==> src/rtl/div_unit.sv <==
// div_unit: fixed-latency 32-cycle restoring divider (DIV/DIVU) with pipeline stall, annul and sign correction
module div_unit (
  input  logic        clk,
  input  logic        resetn,
  input  logic        start_i,
  input  logic        signed_i,
  input  logic [31:0] a_i,
  input  logic [31:0] b_i,
  input  logic        annul_i,
  output logic        stall_o,
  output logic        ready_o,
  output logic [31:0] hi_o,
  output logic [31:0] lo_o
);
  typedef enum logic [1:0] {IDLE, BUSY, DONE} state_t;
  state_t state, state_n;
  logic [31:0] rem, quo, dvs, rem_n, quo_n;
  logic [32:0] rem_sh;
  logic [33:0] diff;
  logic [5:0]  cnt;
  logic        sgn, sa, sb, borrow, accept, last;
  always_comb begin
    rem_sh  = {rem, quo[31]};
    diff    = {1'b0, rem_sh} - {2'b0, dvs};
    borrow  = diff[33];
    rem_n   = borrow ? rem_sh[31:0] : diff[31:0];
    quo_n   = {quo[30:0], ~borrow};
    accept  = state == IDLE && start_i && !annul_i;
    last    = state == BUSY && cnt == 6'd31;
    state_n = annul_i ? IDLE :
              state == IDLE ? (start_i ? BUSY : IDLE) :
              state == BUSY ? (last ? DONE : BUSY) : IDLE;
    stall_o = !annul_i && ((start_i && state == IDLE) || state == BUSY);
    ready_o = !annul_i && state == DONE;
  end
  always_ff @(posedge clk or negedge resetn)
    if (!resetn) state <= IDLE;
    else state <= state_n;
  // operands are stored as magnitudes; signs are reapplied when the result is latched
  always_ff @(posedge clk or negedge resetn) begin
    if (!resetn) begin
      rem <= '0;
      quo <= '0;
      dvs <= '0;
      cnt <= '0;
      sgn <= 1'b0;
      sa  <= 1'b0;
      sb  <= 1'b0;
      hi_o <= '0;
      lo_o <= '0;
    end else if (accept) begin
      rem <= '0;
      quo <= (signed_i && a_i[31]) ? -a_i : a_i;
      dvs <= (signed_i && b_i[31]) ? -b_i : b_i;
      cnt <= '0;
      sgn <= signed_i;
      sa  <= signed_i && a_i[31];
      sb  <= signed_i && b_i[31];
    end else if (state == BUSY) begin
      rem <= rem_n;
      quo <= quo_n;
      cnt <= cnt + 6'd1;
      if (last && !annul_i) begin
        lo_o <= (sgn && (sa ^ sb)) ? -quo_n : quo_n;
        hi_o <= (sgn && sa) ? -rem_n : rem_n;
      end
    end
  end
endmodule

==> config.mk <==
export PLATFORM = sky130hd
export DESIGN_NAME = div_unit
export DESIGN_NICKNAME = d
export VERILOG_FILES = /design/src/rtl/div_unit.sv
export SDC_FILE = /design/constraint.sdc
export NUM_CORES = 1
export LEC_CHECK = 0
export ABC_CLOCK_PERIOD_IN_PS = 7100
export CAP_MARGIN = 20
export CORE_ASPECT_RATIO = 1.2
export CORE_UTILIZATION = 45
export DETAILED_ROUTE_END_ITERATION = 7
export PLACE_DENSITY = 0.66
export SLEW_MARGIN = 25
export SYNTH_ARGS = -nofsm -noshare
export SYNTH_HDL_FRONTEND = slang
export SYNTH_SLANG_ARGS = --single-unit
==> constraint.sdc <==
create_clock -name clk -period 7.1 [get_ports clk]
set_input_delay 1.065 -clock clk [delete_from_list [all_inputs] [get_ports clk]]
set_output_delay 1.065 -clock clk [all_outputs]
set_load 0.01 [all_outputs]
==> results by group, run 1 <==
Run status
  • Status: finished clean

CTS
  • Setup repair bufs after CTS: 0
  • Total CTS buffers: 17
  • Insertion delay of the later-clocked pin in the worst-skew pair: about 0.44 ns
  • Master cell of the clock root buffer: sky130_fd_sc_hd__clkbuf_16
  • Number of H-tree levels: 4
  • Hold Buf Count CTS: 0
  • Total of cells resized after clock tree synthesis: 0
  • TritonCTS clock tree: built
  • Number of buffers on the longest clock path: 2
  • Clock net sink count: around 170
  • Post-CTS clock slew at the launch and capture registers of the worst setup and hold paths: ~0.070 ns

Power
  • Worst IR drop on VDD: between 0.15 and 0.2 mV
  • Lkg Pwr: 5.773 nW
  • Pwr Density: about 380 mW/mm^2
  • Post-layout power: between 0.005 and 0.006 W

Detailed routing
  • Iter 0 DRT Violations: about 530
  • Drt first pass iters: 5
  • Post-detailed-route wirelength per cell: between 15 and 20 microns
  • Post-DRT Antenna Nets: 0
  • Routed via count: 10620
  • Total Routed Length: between 30000 and 40000 microns
  • Number of vias per cell: 5.727
  • Drt drc: 0

Logic synthesis
  • Synth Warn #: 0
  • Synthesized instance count: roughly 1400
  • Netlist area before placement: 0.01169 sq mm
  • Largest area contributor in the netlist: sky130_fd_sc_hd__dfrtp_1
  • Portion of the post-synthesis area used by sequential elements: 0.3660
  • Proportion of synthesized flip-flops having asynchronous set or reset: 1.000
  • Seq cells post-synth: around 170
  • Top area cells in the synthesized netlist: sky130_fd_sc_hd__dfrtp_1, sky130_fd_sc_hd__o21ai_0, sky130_fd_sc_hd__xnor2_1, sky130_fd_sc_hd__nand2_1, sky130_fd_sc_hd__a21oi_1
  • Number of distinct library cells after synthesis: 80
  • Synthesized Nets: 1533
  • Most frequently used flop master after synthesis: sky130_fd_sc_hd__dfrtp_1
  • Average size of a mapped cell: 8.199 sq um
  • Number of flops mapped to enable cells by yosys: 0
  • Share of Yosys cell area claimed by the top area cell type: 0.3660

Timing
  • Max-slew violation total from the final report: 0
  • Total of endpoints with negative setup slack in the final report: 0
  • Count of final hold-check violations: 0
  • Worst rel slew slack: 0.3812
  • Sum of negative setup slack: 0 ns
  • Max Freq: 0.1847 GHz
  • Unrepaired setup endpoints after global routing: no
  • Worst clock skew on the final layout: ~0.015 ns
  • Fin crit share: 0.7624
  • Final period demand of the worst path: about 5.4 ns
  • Actual transition at the worst max-transition pin: around 0.90 ns

Placed design
  • Placer's final routability congestion estimate: approximately 0.95
  • Port Buffers: around 130
  • HPWL reported at the end of detailed placement: ~25000 microns
  • Cell count after placement: between 1500 and 2000
  • Area post-placement: 0.01323 sq mm

Worst setup path
  • Critical path launch point type: register
  • Endpoint kind of the worst setup timing path: register
  • Biggest fanout along the worst timing path: 13
  • Kind of critical path: register to register
  • Signal arrival time at the worst endpoint: around 5.8 ns
  • Crit path required time: 7.43 ns

Floorplanning
  • Die X: 149.2 microns
  • Standard cell core area: 0.02554 sq mm
  • Number of placed I/O pins: 135
  • Die height: between 150 and 200 microns
  • Effective utilization at floorplan: 0.4577
  • Die outline area: 0.02664 sq mm
  • Floorplan row count: 64

GRT
  • Initial antenna violation count: 0
  • Wire length of the first global-routing pass: around 54000 microns
  • Via count of the first global-routing pass: roughly 10000
  • Congestion Overflow GR: 0
  • Total routing resource utilization after global routing: 0.2612
  • Largest net degree at the start of global routing: between 100 and 150

Layout
  • Most frequent standard cell in the layout excluding fill and tap cells: sky130_fd_sc_hd__nand2_1
  • Nets: ~1600
  • Filler instances: between 2000 and 2500
  • Utilization after layout: 0.5412
  • Post-route cell area: roughly 0.014 sq mm
  • Non-Filler Instances: between 1500 and 2000
  • Layout cell share with drive strength beyond 1: 0.04656
  • Number of inserted diodes: 0
  • Commonest non-fill, non-tap cells in the layout: sky130_fd_sc_hd__nand2_1, sky130_fd_sc_hd__o21ai_0, sky130_fd_sc_hd__dfrtp_1
  • Area Growth Syn to Fin: 18.23%

Flow run
  • Max-cap check violation count: 0

Min path
  • Type of the most critical hold path: register to register
[metrics by stage]
step	hold WS (ns)	setup WS [ns]
after floorplan	0.4498	2.135
after global placement	0.4614	1.977
after detailed placement	0.4699	1.792
after CTS	0.4874	1.755
after global routing	0.5091	1.103
final	0.4788	1.687
[final timing paths]
check,start,end,slack [ns],cells after the start
max,rem[19]$_DFFE_PN0P_,hi_o[22]$_DFFE_PN0P_,1.69,17
min,dvs[8]$_DFFE_PN0P_,dvs[8]$_DFFE_PN0P_,0.48,2
max reg2reg,rem[19]$_DFFE_PN0P_,hi_o[22]$_DFFE_PN0P_,1.69,17
min reg2reg,dvs[8]$_DFFE_PN0P_,dvs[8]$_DFFE_PN0P_,0.48,2
max in group asynchronous,resetn,quo[7]$_DFFE_PN0P_,4.91,2
min in group asynchronous,resetn,hi_o[3]$_DFFE_PN0P_,0.73,1
[area by class of cell]
cell class / count / area, sq um / share of cell area
Multi-Input combinational cell: 1118 / 6890 / 0.4984
Sequential cell: 171 / 4279 / 0.3095
Timing Repair Buffer: 144 / 1420 / 0.1027
Clock buffer: 17 / 425.4 / 0.03077
Tap cell: 330 / 412.9 / 0.02987
Inverter: 60 / 225.2 / 0.01629
Clock inverter: 15 / 171.4 / 0.01240
[routing by layer]
metal  share of wire  track usage  up-vias
li1                -            -     5230
met2            0.53       0.4767      221
met1            0.41       0.3105     5127
met3           0.032      0.03350       45
met5               0            0        -
met4           0.026      0.09566        0
[worst max-delay path: stages (launching register included)]
cell,delay (ns)
sky130_fd_sc_hd__dfrtp_1,0.46
sky130_fd_sc_hd__ha_1,0.41
sky130_fd_sc_hd__and2_2,0.26
sky130_fd_sc_hd__a21oi_1,0.15
sky130_fd_sc_hd__o221ai_1,0.21
sky130_fd_sc_hd__a21oi_1,0.61
sky130_fd_sc_hd__nand2_2,0.36
sky130_fd_sc_hd__inv_2,0.14
sky130_fd_sc_hd__mux2i_1,0.27
sky130_fd_sc_hd__ha_1,0.27
sky130_fd_sc_hd__nand2_1,0.07
sky130_fd_sc_hd__a211oi_1,0.49
sky130_fd_sc_hd__nand2_1,0.11
sky130_fd_sc_hd__o31ai_1,0.28
sky130_fd_sc_hd__nand3b_1,0.23
sky130_fd_sc_hd__nor3_1,0.59
sky130_fd_sc_hd__nor3_1,0.11
sky130_fd_sc_hd__o31ai_1,0.27
[synthesized netlist by cell type, drive strengths merged (6+ instances only)]
cell type  instances
nor3              40
nor2              83
inv               60
xnor2             89
or2                6
o211ai            10
nand2            206
and3               9
a211oi             9
nand3             20
or3               13
o21a               6
a21o              12
o21ai            199
nand4             13
a22oi             33
o31ai             21
a21oi             95
ha                37
and2              16
dfrtp            171
mux2i             23
or4               10
o41ai             10
clkbuf            59
nor4              15
xor2              48
a31oi             16
nand2b            13
buf               18
[where the power goes]
group,switching [W],internal [W]
combinational,0.00186,0.00111
clock,0.000472,0.000504
sequential,0.000208,0.00113
[cells by family (layout without fill, tap and decap cells)]
| logic type | after synthesis | count (layout) | synth area share |
|---|---|---|---|
| buf+inv | 137 | 236 | 0.04666 |
| compound gates | 455 | 455 | 0.2376 |
| simple gates | 464 | 464 | 0.1852 |
| fa+ha+maj | 38 | 38 | 0.04131 |
| flops | 171 | 171 | 0.3660 |
| mux | 24 | 24 | 0.02065 |
| xor+xnor | 137 | 137 | 0.1026 |
[flip-flops by register name, summed over array words and instances, names as in the netlist]
name   count
cnt        6
dvs       32
hi_o      32
lo_o      32
quo       32
rem       32
sa         1
sb         1
sgn        1
state      2
Power figures use the tool's default switching activity.
==> inputs of run 2 (changes only) <==
ABC_CLOCK_PERIOD_IN_PS = 5170   (was 7100)
clock period = 5.17 ns   (was 7.1 ns; I/O delays follow)
==> results by group, run 2 (synthesized netlist as in run 1, its figures left out) <==
Min path
  • Type of the most critical hold path: primary input to asynchronous set/reset pin

GRT
  • Via count of the first global-routing pass: 10170 (-0.18%)
  • Wire length of the first global-routing pass: 54130 microns (+0.40%)
  • Congestion Overflow GR: 0 (unchanged)
  • Fraction of met1 tracks used by global routing: 0.3129 (+0.002485)
  • Layer with the highest usage after global routing: met2
  • Total routing resource utilization after global routing: 0.2629 (+0.001727)
  • Grt met3 use: 0.02609 (-0.007417)
  • Largest net degree at the start of global routing: 95 (-13%)
  • Initial antenna violation count: 0 (unchanged)
  • Met2 demand-to-capacity share in global routing: 0.4779 (+0.001163)

Timing
  • Total of endpoints with negative setup slack in the final report: 0 (unchanged)
  • Worst rel slew slack: 0.4173 (+0.03605)
  • Sum of negative setup slack: 0 ns (unchanged)
  • Unrepaired setup endpoints after global routing: no
  • Final worst hold slack: 0.3748 ns (-0.1040 ns)
  • Final period demand of the worst path: 4.743 ns (-0.6699 ns)
  • Worst clock skew on the final layout: 0.01527 ns (+0.0003119 ns)
  • Fin crit share: 0.9174 (+0.1550)
  • Actual transition at the worst max-transition pin: 0.8521 ns (-0.05271 ns)
  • Max Freq: 0.2108 GHz (+14%)
  • Count of final hold-check violations: 0 (unchanged)
  • Max-slew violation total from the final report: 0 (unchanged)

Power
  • Switching power: 0.003515 W (+38%)
  • Portion of total power attributed to the clock network: 0.183 (-0.002)
  • Sw Share: 0.4768 (-0.004172)
  • Worst IR drop on VDD: 0.3031 mV (+57%)
  • Internal power: 0.003858 W (+41%)
  • Lkg Pwr: 5.809 nW (+0.62%)
  • Sequential fraction of design power: 0.250 (-0.003)
  • Post-layout power: 0.007373 W (+39%)
  • Pwr Density: 530.5 mW/mm^2 (+39%)
  • Part of the total power dissipated in combinational logic: 0.567 (+0.005)

Detailed routing
  • Total Routed Length: 34390 microns (+2.0%)
  • Post-detailed-route wirelength per cell: 18.47 microns (+1.6%)
  • Iter 0 DRT Violations: 629 (+18%)
  • Drt drc: 0 (unchanged)
  • Routed via count: 10710 (+0.85%)
  • Post-DRT Antenna Nets: 0 (unchanged)
  • Drt first pass iters: 5 (unchanged)
  • Number of vias per cell: 5.753 (+0.47%)

Placed design
  • Placer's final routability congestion estimate: 0.9366 (-1.5%)
  • Port Buffers: 134 (unchanged)
  • HPWL reported at the end of detailed placement: 26300 microns (+3.2%)
  • Cell count after placement: 1830 (+0.38%)

CTS
  • Insertion delay of the later-clocked pin in the worst-skew pair: 0.44 ns (about the same)
  • Master cell of the clock root buffer: sky130_fd_sc_hd__clkbuf_16
  • Number of buffers on the longest clock path: 2 (unchanged)
  • Setup repair bufs after CTS: 0 (unchanged)
  • Hold Buf Count CTS: 0 (unchanged)
  • Clock net sink count: 171 (unchanged)
  • Post-CTS clock slew at the launch and capture registers of the worst setup and hold paths: 0.07 ns (about the same)
  • Number of H-tree levels: 4 (unchanged)
  • TritonCTS clock tree: built
  • Total CTS buffers: 17 (unchanged)
  • Total of cells resized after clock tree synthesis: 0 (unchanged)

Floorplanning
  • Floorplan row count: 64 (unchanged)
  • Die X: 149.2 microns (unchanged)
  • Die height: 178.6 microns (unchanged)
  • Effective utilization at floorplan: 0.4577 (unchanged)
  • Number of placed I/O pins: 135 (unchanged)
  • Standard cell core area: 0.02554 sq mm (unchanged)
  • Die outline area: 0.02664 sq mm (unchanged)

Worst setup path
  • Biggest fanout along the worst timing path: 12 (-1)
  • Signal arrival time at the worst endpoint: 5.03 ns (-0.72 ns)
  • Endpoint kind of the worst setup timing path: register
  • Critical path launch point type: register
  • Crit path required time: 5.46 ns (-1.97 ns)
  • Kind of critical path: register to register

Layout
  • Area Growth Syn to Fin: 18.87%
  • Most frequent standard cell in the layout excluding fill and tap cells: sky130_fd_sc_hd__nand2_1
  • Commonest non-fill, non-tap cells in the layout: sky130_fd_sc_hd__nand2_1, sky130_fd_sc_hd__o21ai_0, sky130_fd_sc_hd__dfrtp_1
  • Utilization after layout: 0.5441 (+0.002890)
  • Non-Filler Instances: 1862 (+0.38%)
  • Number of inserted diodes: 0 (unchanged)
  • Layout cell share with drive strength beyond 1: 0.05091 (+0.004356)
  • Nets: 1626 (+0.43%)

Run status
  • Status: finished clean

Flow run
  • Max-cap check violation count: 0 (unchanged)
run 2: cell count changes in the layout (fill, tap and decap cells not counted), sizes merged:
cell	previous run	this run
clkbuf	18	20
inv	69	65
bufinv	1	2
buf	10	18
run 2: per-layer routing:
layer,vias to the layer above,routed length [microns]
met5,-,0
met1,5136,14220
met4,0,1274
met3,71,1017
li1,5264,-
met2,242,17880
run 2: power by group through the flow:
| stage | Clock, W | Sequential [W] | Combinational, W |
|---|---|---|---|
| 2_1_floorplan | 0 | 0.00176 | 0.00302 |
| 3_3_place_gp | 0 | 0.00185 | 0.00415 |
| 3_5_place_dp | 0 | 0.00186 | 0.00413 |
| 4_1_cts | 0.00137 | 0.00183 | 0.00416 |
| 5_1_grt | 0.00143 | 0.00187 | 0.00457 |
| 6_report | 0.00135 | 0.00184 | 0.00418 |
run 2: worst paths after layout:
path,start,to,slack [ns],cells after the start
worst min register to register,hi_o[6]$_DFFE_PN0P_,hi_o[6]$_DFFE_PN0P_,0.48,2
max in group asynchronous,resetn,lo_o[29]$_DFFE_PN0P_,3.83,2
worst max register to register,rem[12]$_DFFE_PN0P_,hi_o[24]$_DFFE_PN0P_,0.43,17
worst max-delay path,rem[12]$_DFFE_PN0P_,hi_o[24]$_DFFE_PN0P_,0.43,17
worst min-delay path,resetn,hi_o[13]$_DFFE_PN0P_,0.37,1
min in group clk,hi_o[6]$_DFFE_PN0P_,hi_o[6]$_DFFE_PN0P_,0.48,2
run 2: worst max-delay path, stage by stage, from the launching register on:
cell and delay [ns]:
sky130_fd_sc_hd__dfrtp_1 0.44, sky130_fd_sc_hd__ha_1 0.46, sky130_fd_sc_hd__and4_1 0.27, sky130_fd_sc_hd__and2_4 0.14
sky130_fd_sc_hd__a221o_2 0.40, sky130_fd_sc_hd__o2111ai_4 0.31, sky130_fd_sc_hd__nand2_2 0.20, sky130_fd_sc_hd__inv_2 0.11
sky130_fd_sc_hd__mux2i_1 0.26, sky130_fd_sc_hd__ha_1 0.28, sky130_fd_sc_hd__nand2_1 0.07, sky130_fd_sc_hd__a211oi_1 0.33
sky130_fd_sc_hd__nand2_1 0.10, sky130_fd_sc_hd__o31ai_1 0.29, sky130_fd_sc_hd__nand3b_1 0.24, sky130_fd_sc_hd__o41ai_1 0.45
sky130_fd_sc_hd__xnor2_1 0.16, sky130_fd_sc_hd__o21ai_0 0.09
run 2: per-stage QoR:
step           cell area [sq um]  setup WS, ns
2_1_floorplan              11690        0.2050
3_3_place_gp               13290        0.5503
3_5_place_dp               13290        0.3815
4_1_cts                    13890        0.3461
5_1_grt                    13900       0.02768
6_report                   13900        0.4268
run 2: layout make-up:
cell class                 instances  area [sq um]
sequential                       171          4279
timing repair buffer             151          1483
clock buffer                      20         446.7
clock inverter                    12         155.1
multi-input combinational       1118          6897
fill                            2464         11650
tap                              330         412.9
inverter                          60         225.2
==> inputs of run 3 (changes only) <==
CTS_BUF_LIST = sky130_fd_sc_hd__clkbuf_16   (was unset)
==> results by group, run 3 (synthesized netlist as in run 1, its figures left out) <==
Power
  • Worst IR drop on VDD: 0.2681 mV (-12%)
  • Pwr Density: 528.7 mW/mm^2 (-0.33%)
  • Part of the total power dissipated in combinational logic: 0.568 (about the same)
  • Portion of total power attributed to the clock network: 0.182 (about the same)
  • Post-layout power: 0.007343 W (-0.40%)
  • Internal power: 0.003839 W (-0.49%)
  • Switching power: 0.003505 W (-0.31%)
  • Sequential fraction of design power: 0.250 (about the same)
  • Sw Share: 0.4773 (about the same)
  • Lkg Pwr: 5.811 nW (about the same)

Worst setup path
  • Crit path required time: 5.46 ns (about the same)
  • Launch instance of the worst register-to-register path: rem[12]$_DFFE_PN0P_
  • Number of buffers and inverters on the critical path: 1 (unchanged)
  • Biggest fanout along the worst timing path: 12 (unchanged)
  • Endpoint kind of the worst setup timing path: register
  • Critical path launch point type: register
  • Kind of critical path: register to register
  • Sequence of cells on the critical path: ha_1, and4_1, and2_4, a221o_2, o2111ai_4, nand2_2, inv_2, mux2i_1, ha_1, nand2_1, a211oi_1, nand2_1, o31ai_1, nand3b_1, o41ai_1, xnor2_1, o21ai_0
  • Worst setup path start: rem[12]$_DFFE_PN0P_
  • Slowest cell delay on critical path: 0.46 ns (about the same)
  • Worst path slowest cell: sky130_fd_sc_hd__ha_1
  • Signal arrival time at the worst endpoint: 5.03 ns (about the same)
  • Cell family contributing the most delay on the critical path: compound AO/OA/AOI/OAI gates

CTS
  • Clock net sink count: 171 (unchanged)
  • Total CTS buffers: 17 (unchanged)
  • Number of buffers on the longest clock path: 2 (unchanged)
  • Number of H-tree levels: 4 (unchanged)
  • Post-CTS clock slew at the launch and capture registers of the worst setup and hold paths: 0.07 ns (about the same)
  • TritonCTS clock tree: built
  • Hold Buf Count CTS: 0 (unchanged)
  • Setup repair bufs after CTS: 0 (unchanged)
  • Insertion delay of the later-clocked pin in the worst-skew pair: 0.44 ns (about the same)
  • Master cell of the clock root buffer: sky130_fd_sc_hd__clkbuf_16
  • Total of cells resized after clock tree synthesis: 0 (unchanged)

Floorplanning
  • Die height: 178.6 microns (unchanged)
  • Number of placed I/O pins: 135 (unchanged)
  • Die X: 149.2 microns (unchanged)
  • Effective utilization at floorplan: 0.4577 (unchanged)
  • Floorplan row count: 64 (unchanged)
  • Die outline area: 0.02664 sq mm (unchanged)
  • Standard cell core area: 0.02554 sq mm (unchanged)

Timing
  • Fin crit share: 0.9170 (about the same)
  • Sum of negative setup slack: 0 ns (unchanged)
  • Unrepaired setup endpoints after global routing: no
  • Max-slew violation total from the final report: 0 (unchanged)
  • Actual transition at the worst max-transition pin: 0.8670 ns (+0.01490 ns)
  • Worst rel slew slack: 0.4071 (-0.01019)
  • Total of endpoints with negative setup slack in the final report: 0 (unchanged)
  • Count of final hold-check violations: 0 (unchanged)
  • Final period demand of the worst path: 4.741 ns (-0.002228 ns)
  • Max Freq: 0.2109 GHz (about the same)
  • Worst clock skew on the final layout: 0.01280 ns (-0.002477 ns)

Layout
  • Utilization after layout: 0.5437 (about the same)
  • Post-route cell area: 0.01389 sq mm (about the same)
  • Non-Filler Instances: 1862 (unchanged)
  • Commonest non-fill, non-tap cells in the layout: sky130_fd_sc_hd__nand2_1, sky130_fd_sc_hd__o21ai_0, sky130_fd_sc_hd__dfrtp_1
  • Number of inserted diodes: 0 (unchanged)
  • Nets: 1626 (unchanged)
  • Layout cell share with drive strength beyond 1: 0.05026 (-0.0006527)
  • Area Growth Syn to Fin: 18.78% (about the same)
  • Most frequent standard cell in the layout excluding fill and tap cells: sky130_fd_sc_hd__nand2_1

Flow run
  • Max-cap check violation count: 0 (unchanged)

Detailed routing
  • Number of vias per cell: 5.748 (-0.10%)
  • Post-DRT Antenna Nets: 0 (unchanged)
  • Total Routed Length: 34320 microns (-0.19%)
  • Drt drc: 0 (unchanged)
  • Routed via count: 10700 (-0.10%)
  • Drt first pass iters: 5 (unchanged)
  • Iter 0 DRT Violations: 629 (unchanged)
  • Post-detailed-route wirelength per cell: 18.43 microns (-0.19%)

GRT
  • Largest net degree at the start of global routing: 95 (unchanged)
  • Congestion Overflow GR: 0 (unchanged)
  • Total routing resource utilization after global routing: 0.2627 (about the same)
  • Initial antenna violation count: 0 (unchanged)
  • Wire length of the first global-routing pass: 54090 microns (about the same)
  • Via count of the first global-routing pass: 10180 (+0.079%)

Min path
  • Type of the most critical hold path: primary input to asynchronous set/reset pin

Placed design
  • Placer's final routability congestion estimate: 0.9366 (unchanged)
  • HPWL reported at the end of detailed placement: 26300 microns (unchanged)
  • Area post-placement: 0.01329 sq mm (unchanged)
  • Cell count after placement: 1830 (unchanged)
  • Port Buffers: 134 (unchanged)

Run status
  • Status: finished clean
==> run 3: changes by cell type in the layout (fill, tap and decap cells not counted), sizes merged <==
cell,before,now
clkbuf,20,17
clkinv,3,4
inv,65,67
==> run 3: power by group through the flow <==
stage | Combinational (W) | Clock, W | Sequential, W
2_1_floorplan | 0.00302 | 0 | 0.00176
3_3_place_gp | 0.00415 | 0 | 0.00185
3_5_place_dp | 0.00413 | 0 | 0.00186
4_1_cts | 0.00416 | 0.00135 | 0.00183
5_1_grt | 0.00457 | 0.00141 | 0.00187
6_report | 0.00417 | 0.00133 | 0.00184
==> run 3: cell type report <==
class	instances	area [sq um]
Clock buffer	17	425.4
Clock inverter	15	166.4
Fill cell	2464	11660
Inverter	60	225.2
Multi-Input combinational cell	1118	6897
Sequential cell	171	4279
Tap cell	330	412.9
Timing Repair Buffer	151	1483
==> run 3: path summary, 6_finish.rpt <==
path	endpoint	depth (start not counted)	slack [ns]
worst max-delay path	hi_o[24]$_DFFE_PN0P_	17	0.43
worst min-delay path	hi_o[13]$_DFFE_PN0P_	1	0.37
worst max register to register	hi_o[24]$_DFFE_PN0P_	17	0.43
worst min register to register	hi_o[6]$_DFFE_PN0P_	2	0.48
max in group asynchronous	hi_o[28]$_DFFE_PN0P_	2	3.83
min in group clk	hi_o[6]$_DFFE_PN0P_	2	0.48
==> run 3: through the flow <==
step	hold WS, ns	setup slack, ns
5_1_grt	0.4335	0.02700
6_report	0.3682	0.4291
3_3_place_gp	0.4632	0.5503
3_5_place_dp	0.4708	0.3815
4_1_cts	0.4068	0.3459
2_1_floorplan	0.4498	0.2050
==> run 3: metal layers <==
layer,global-route usage,vias up,wire length (microns)
met3,0.02992,70,1035
met4,0.1059,0,1251
met2,0.4779,254,17880
met1,0.3123,5114,14150
li1,-,5264,-
met5,0,-,0
